File: config.mk
export PLATFORM = sky130hd
export DESIGN_NAME = interp_upsampler_flat
export DESIGN_NICKNAME = d
export VERILOG_FILES = /design/src/rtl/interp_upsampler_pkg.sv /design/src/rtl/interp_upsampler_if.sv /design/src/rtl/interp_upsampler_phase_cnt.sv /design/src/rtl/interp_upsampler.sv /design/src/flat_wrapper.sv
export SDC_FILE = /design/constraint.sdc
export NUM_CORES = 1
export LEC_CHECK = 0
export CAP_MARGIN = 40
export CORE_AREA = 2 2 39 41
export DETAILED_ROUTE_END_ITERATION = 6
export DIE_AREA = 0 0 41 43
export GPL_TIMING_DRIVEN = 0
export PLACE_DENSITY = 0.67
export SETUP_SLACK_MARGIN = 0.2
export SYNTH_ARGS = -nofsm -noshare
export SYNTH_HDL_FRONTEND = slang
export SYNTH_SLANG_ARGS = --single-unit
File: constraint.sdc
create_clock -name clk -period 1.4 [get_ports clk]
set_input_delay 0.28 -clock clk [delete_from_list [all_inputs] [get_ports clk]]
set_output_delay 0.28 -clock clk [all_outputs]
set_load 0.01 [all_outputs]
File: src/rtl/interp_upsampler_pkg.sv
// rtl/interp_upsampler_pkg.sv - shared FSM state type and parameter range limits for interp_upsampler
package interp_pkg;

    typedef enum logic {
        IDLE = 1'b0,
        EMIT = 1'b1
    } state_t;

    localparam int DATA_W_MIN = 2;
    localparam int DATA_W_MAX = 32;
    localparam int FACTOR_MIN = 2;
    localparam int FACTOR_MAX = 16;

endpackage

File: src/rtl/interp_upsampler_if.sv
// rtl/interp_upsampler_if.sv - sample-in / sample-out handshake bundle for interp_upsampler
interface interp_upsampler_if #(
    parameter int DATA_W = 8
);
    logic [DATA_W-1:0] in_data;
    logic              in_valid;
    logic              in_ready;
    logic [DATA_W-1:0] out_data;
    logic              out_valid;
    logic              out_ready;
    logic              out_first;

    modport master (
        output in_data, in_valid, out_ready,
        input  in_ready, out_data, out_valid, out_first
    );

    modport slave (
        input  in_data, in_valid, out_ready,
        output in_ready, out_data, out_valid, out_first
    );
endinterface

File: src/rtl/interp_upsampler_phase_cnt.sv
// rtl/interp_upsampler_phase_cnt.sv - modulo-FACTOR phase counter with last-phase flag
module interp_phase_cnt #(
    parameter int FACTOR = 4
) (
    input  logic                      clk,
    input  logic                      reset,
    input  logic                      clr,
    input  logic                      adv,
    output logic [$clog2(FACTOR)-1:0] phase,
    output logic                      last
);
    localparam int PW = $clog2(FACTOR);
    localparam logic [PW-1:0] LAST_PHASE = PW'(FACTOR - 1);

    assign last = (phase == LAST_PHASE);

    // clr wins over adv so a new sample always restarts at phase 0
    always_ff @(posedge clk) begin
        if (!reset) begin
            phase <= '0;
        end else if (clr) begin
            phase <= '0;
        end else if (adv) begin
            phase <= last ? '0 : phase + 1'b1;
        end
    end
endmodule

File: src/rtl/interp_upsampler.sv
// rtl/interp_upsampler.sv - 1:FACTOR zero-insert upsampler; INTERP_HOLD_EN adds zero-order-hold mode
module interp_upsampler
    import interp_pkg::*;
#(
    parameter int DATA_W = 8,
    parameter int FACTOR = 4
) (
    input  logic clk,
    input  logic reset,
`ifdef INTERP_HOLD_EN
    input  logic hold_mode,
`endif
    interp_upsampler_if.slave bus
);
    localparam int PW = $clog2(FACTOR);
    localparam logic [PW-1:0] LAST_PHASE = PW'(FACTOR - 1);

    if (DATA_W < DATA_W_MIN || DATA_W > DATA_W_MAX ||
        FACTOR < FACTOR_MIN || FACTOR > FACTOR_MAX) begin : g_param_check
        $error("interp_upsampler: DATA_W or FACTOR out of range");
    end

    state_t            state;
    logic [DATA_W-1:0] sample;
    logic [PW-1:0]     phase;
    logic              last;
    logic              in_xfer;
    logic              out_xfer;
    logic [DATA_W-1:0] fill;

`ifdef INTERP_HOLD_EN
    logic hold_q;
`else
    localparam logic hold_q = 1'b0;
`endif

    assign bus.in_ready = reset && ((state == IDLE) ||
                                    (phase == LAST_PHASE && bus.out_ready));
    assign in_xfer  = bus.in_valid && bus.in_ready;
    assign out_xfer = bus.out_valid && bus.out_ready;
    assign fill     = hold_q ? sample : '0;

    interp_phase_cnt #(.FACTOR(FACTOR)) u_phase (
        .clk   (clk),
        .reset (reset),
        .clr   (in_xfer),
        .adv   (out_xfer),
        .phase (phase),
        .last  (last)
    );

    // A capture on the last-phase transfer takes priority, giving back-to-back samples
    always_ff @(posedge clk) begin
        if (!reset) begin
            state         <= IDLE;
            sample        <= '0;
            bus.out_data  <= '0;
            bus.out_valid <= 1'b0;
            bus.out_first <= 1'b0;
`ifdef INTERP_HOLD_EN
            hold_q        <= 1'b0;
`endif
        end else if (in_xfer) begin
            state         <= EMIT;
            sample        <= bus.in_data;
            bus.out_data  <= bus.in_data;
            bus.out_valid <= 1'b1;
            bus.out_first <= 1'b1;
`ifdef INTERP_HOLD_EN
            hold_q        <= hold_mode;
`endif
        end else if (out_xfer) begin
            bus.out_first <= 1'b0;
            if (last) begin
                state         <= IDLE;
                bus.out_valid <= 1'b0;
                bus.out_data  <= '0;
            end else begin
                bus.out_data  <= fill;
            end
        end
    end
endmodule
File: src/flat_wrapper.sv
// flat-port wrapper written by rule: the top's interface ports become plain ports
module interp_upsampler_flat import interp_pkg::*;
#(
    parameter int DATA_W = 8,
    parameter int FACTOR = 4
)
  (clk, reset, bus_in_data, bus_in_valid, bus_out_ready, bus_in_ready, bus_out_data, bus_out_valid, bus_out_first);
  interp_upsampler_if #(.DATA_W(DATA_W)) bus_i ();
  input  logic clk;
  input  logic reset;
  input wire logic [$bits(bus_i.in_data)-1:0] bus_in_data;
  input wire logic [$bits(bus_i.in_valid)-1:0] bus_in_valid;
  input wire logic [$bits(bus_i.out_ready)-1:0] bus_out_ready;
  output wire logic [$bits(bus_i.in_ready)-1:0] bus_in_ready;
  output wire logic [$bits(bus_i.out_data)-1:0] bus_out_data;
  output wire logic [$bits(bus_i.out_valid)-1:0] bus_out_valid;
  output wire logic [$bits(bus_i.out_first)-1:0] bus_out_first;
  assign bus_i.in_data = bus_in_data;
  assign bus_i.in_valid = bus_in_valid;
  assign bus_i.out_ready = bus_out_ready;
  assign bus_in_ready = bus_i.in_ready;
  assign bus_out_data = bus_i.out_data;
  assign bus_out_valid = bus_i.out_valid;
  assign bus_out_first = bus_i.out_first;
  interp_upsampler #(.DATA_W(DATA_W), .FACTOR(FACTOR)) u_core (.clk(clk), .reset(reset), .bus(bus_i));
endmodule
Word-level counts from Yosys, hierarchy flattened
Cells that the tools add are included.
Cells by class
  $add $sub $neg: 1
  equality and inequality tests: 1
  mux-type cells: 8
  bitwise gates (word level): 2
  reduce and logical (&&, ||, !) cells: 9
Operator list (number)
  8-bit 2-to-1 mux: 2
  1-bit 2-to-1 mux: 5
  1-bit logical AND: 4
  2-bit nonzero test: 2
  2-bit by 1-bit adder with 2-bit output, second input constant: 1
  2-bit equality test, second input constant: 1
  2-bit 2-to-1 mux: 1
  1-bit NOT: 2
  2-bit AND reduction: 1
  2-bit OR reduction: 1
  1-bit logical OR: 1
Storage, ports and cells
  register bits after elaboration: 12
  input port bits: 12
  output and inout bits: 11
  word-level logic and storage cells: 25

Logic depth before layout (Yosys ltp)
  depth in word-level cells: 7
  mapped depth: 4
  gate-level depth less buffers: 4

Hierarchy
From an unflattened synthesis, not the netlist that was laid out.
Second synthesis, totals
  cell total of the unflattened synthesis: 40
  area, all modules: 456.7 um^2
Modules (own cells, without submodules)
  interp_upsampler: times used 1, cells an instance 31, area an instance 360.3 um^2, sequential area each 200.2 um^2
  interp_phase_cnt: times used 1, cells an instance 9, area an instance 96.3 um^2, sequential area each 40.0 um^2

Worst setup path after synthesis
No wires, ideal clock.
  path type: flip-flop to flip-flop
  start point: register u_core.u_phase.phase[0]
  end point: register u_core.u_phase.phase[0]
  library setup time: 0.088 ns
  data arrival time: 1.090 ns
  data required time: 1.312 ns
  slack: 0.222 ns
  stages on the path, launching flop included: 4
  buffers on the path: 0
  period minus slack after synthesis: 1.178 ns
  path through: dfxtp_1 -> ha_1 -> or3b_1 -> a311oi_2
Between the ends
  longest elaborated chain between the ends: 6
  elaborated cells between the ends (all ways): 8
  classes of those cells: add/sub: 1; eq/ne: 1; mux: 1; reduce/logical: 5
RTL lines
  start: declaration: line interp_upsampler_phase_cnt.sv:9  | output logic [$clog2(FACTOR)-1:0] phase,
  start signal: assignment: line interp_upsampler_phase_cnt.sv:24  | phase <= last ? '0 : phase + 1'b1;
  2-bit equality test: line interp_upsampler_phase_cnt.sv:15, interp_upsampler.sv:38
  1-bit logical AND: line interp_upsampler.sv:38  | (phase == LAST_PHASE && bus.out_ready));
  1-bit logical OR: line interp_upsampler.sv:37  | assign bus.in_ready = reset && ((state == IDLE) ||
  1-bit logical AND: line interp_upsampler.sv:37
  1-bit logical AND: line interp_upsampler.sv:39  | assign in_xfer = bus.in_valid && bus.in_ready;
  2-bit OR reduction (no line)
Several ways; a longest one is shown, not always the timed one.
A chain may end at the register's enable or synchronous reset.

Worst setup path in the final report
  start point: register u_core.u_phase.phase[0]
  end point: output bus_in_ready
Between the ends
  longest elaborated chain between the ends: 4
RTL lines
  2-bit equality test: line interp_upsampler.sv:38
  1-bit logical AND: line interp_upsampler.sv:38
  1-bit logical OR: line interp_upsampler.sv:37
  1-bit logical AND: line interp_upsampler.sv:37
  end: declaration: line flat_wrapper.sv:14  | output wire logic [$bits(bus_i.in_ready)-1:0] bus_in_ready;
No other way between the ends.

==> out/results.ini <==
[sta]
skew_ns = 0.00467
final.setup.tns_ns = 0
tightestPinTransition_ns = 0.223
rsz0062_at_grt = yes
finalHoldViolations = 0
fin_crit_sh_pct = 96.4
slew_violations = 0
slew_headroom_pct = 85.1
setup_ws_ns = 0.0500
period_minus_slack_ns = 1.35
setup_violations = 0
fmax_mhz = 741

[setup_path]
worstPathMaxFanout = 2
path_class = reg -> out
rrSetupSlack_ns = 0.07
r2r_end = u_core.bus.out_first
worst_setup_path_start_kind = flop
reg2reg_from = u_core.u_phase.phase[0]
end_kind = output port
arrival_ns = 1.07
reg2regPathDepth = 7
crit_required_ns = 1.12

[synth]
ys.warnings.count = 0
ys_ff_latch = 12
syn_avg_cell_area_sq_um = 11.7
synth_edf_count = 0
synthArstFlopShare_pct = 0
synth_cell_types = 17
synthFlopType = dfxtp_1
netlist_area_sq_um = 445
postSynthCellCount = 38
synth.net_count = 51
ys_seq_area_share_pct = 53.9

[place]
dpl.hpwl_um = 701
pre_cts_slack_ns = -0.484
gp_congestion = 0.731
port_buffers = 22

[clock_tree]
cts_tree = yes
clk_transition_reported_paths_ns = 0.07
postCtsHoldBufs = 0
clk-insertion-delay-late_ns = 0.26
cts_max_level = 1
ctsRootBufferMaster = clkbuf_4
clock-sinks = 12
cts_buffers = 3
clockBufferDepth = 2

[finish]
synthToLayoutAreaGrowth_pct = 73.3
fin_util_pct = 55.8
drive_gt1_share_pct = 27.9
layout_common_cells = 11 x dlygate4sd2_1, 9 x clkdlybuf4s50_1, 9 x dfxtp_1
multi_input_comb_area_sq_um = 225
nets = 83
regArea_sq_um = 246
layout_commonest_cell = dlygate4sd2_1
diodes = 0
n_fill_cell = 127

[drt]
wl_per_cell_um = 12.5
drt-vias-per-instance = 4.88
first_iter_violations = 6
drt_pre_antenna_iters = 2
wl_mm = 1.05
num_vias = 410
ant_nets = 0
drc = 0

[floorplan]
die_y_um = 43
dieArea_sq_um = 1760
core_area_sq_um = 1380
die_w_um = 41
std_cell_rows = 14
ios = 23
initial_core_util_pct = 32.2

[power_and_ir_drop]
ir_worst_vdd_mv = 0.399
power.density_nw_per_um2 = 940
power_uw = 726
p_leak_uw = 0.000350

[min_path]
hold_start = reset
hp-class = in -> reg
worstHoldEndpoint = u_core.state
whs_path_depth = 2

[global_routing]
grt_pass1_vias = 367
grt_util_all_layers_pct = 13.8
overflow = 0
grt_pass1_wl_mm = 1.68
grt_antenna_before_repair = 0
grt_max_degree = 10

[run]
cap_violations = 0

[run_status]
status = complete, no violations

[worst max-delay path by stage]
| stage | from | slack (ns) | depth (start not counted) | endpoint |
|---|---|---|---|---|
| 3_3_place_gp | reset | -0.49 | 4 | bus_in_ready |
| 2_1_floorplan | u_core.u_phase.phase[0] | 0.22 | 3 | u_core.u_phase.phase[0] |
| 4_1_cts | u_core.u_phase.phase[0] | 0.04 | 4 | bus_in_ready |
| 5_1_grt | u_core.u_phase.phase[0] | -0.008 | 4 | bus_in_ready |
| 6_report | u_core.u_phase.phase[0] | 0.05 | 4 | bus_in_ready |
| 3_5_place_dp | reset | -0.48 | 4 | bus_in_ready |
[state kept, by name, summed over array words and instances (netlist names)]
| name | flops |
|---|---|
| u_core.bus.out_first | 1 |
| u_core.bus.out_data | 8 |
| u_core.u_phase.phase | 2 |
| u_core.state | 1 |
[power breakdown]
part | switching, uW | leakage, uW | internal [uW]
Combinational | 57.9 | 0.000236 | 86.9
Clock | 106 | 0.0000138 | 99.2
Sequential | 13.9 | 0.000100 | 362
[per-stage QoR]
step,std cells,hold WS (ns),area [sq um]
after global placement,76,0.454,686
after floorplan,38,0.398,445
after global routing,84,0.461,772
final,84,0.466,772
after detailed placement,76,0.459,686
after CTS,83,0.456,756
[metal layers]
layer | share of wire (%) | GRT usage (%)
met1 | 47 | 20.3
met2 | 50 | 18.8
met3 | 2.7 | 3.14
met4 | 0 | 6.00
met5 | 0 | 0
[worst max-delay path: stages (launching register included)]
cell	delay, ns
dfxtp_2	0.34
ha_4	0.16
a21boi_4	0.13
nor2_1	0.05
buf_2	0.13
[cells by family (layout without fill, tap and decap cells)]
family,after synthesis,in the layout,synth area share [%]
compound gates,16,16,30.9
fa+ha+maj,1,1,2.81
buf+inv,2,32,1.69
flops,12,12,53.9
simple gates,7,7,10.7
[cells in the mapped netlist (2+ instances only)]
library cell  count  share of area, %
dfxtp_1          12                54
inv_1             2               1.7
a21oi_1           2               2.2
nand2_1           2               1.7
a22o_1            8                16
[area by class of cell]
type	instances	share of cell area [%]
flip-flops and latches	12	31.9
multi-input cells	24	29.2
repair buffers	27	32.4
well taps	16	2.59
inverters	2	0.972
clock buffers	3	2.92
[timing repair]
item / CTS / global route
gates resized for setup: 24 / 4
buffers inserted: 4 / 1
hold endpoints to repair: 0 / 0
pin swaps: 2 / 2
setup endpoints to repair: 21 / 12
No activity file was read; power rests on OpenSTA's default activity.
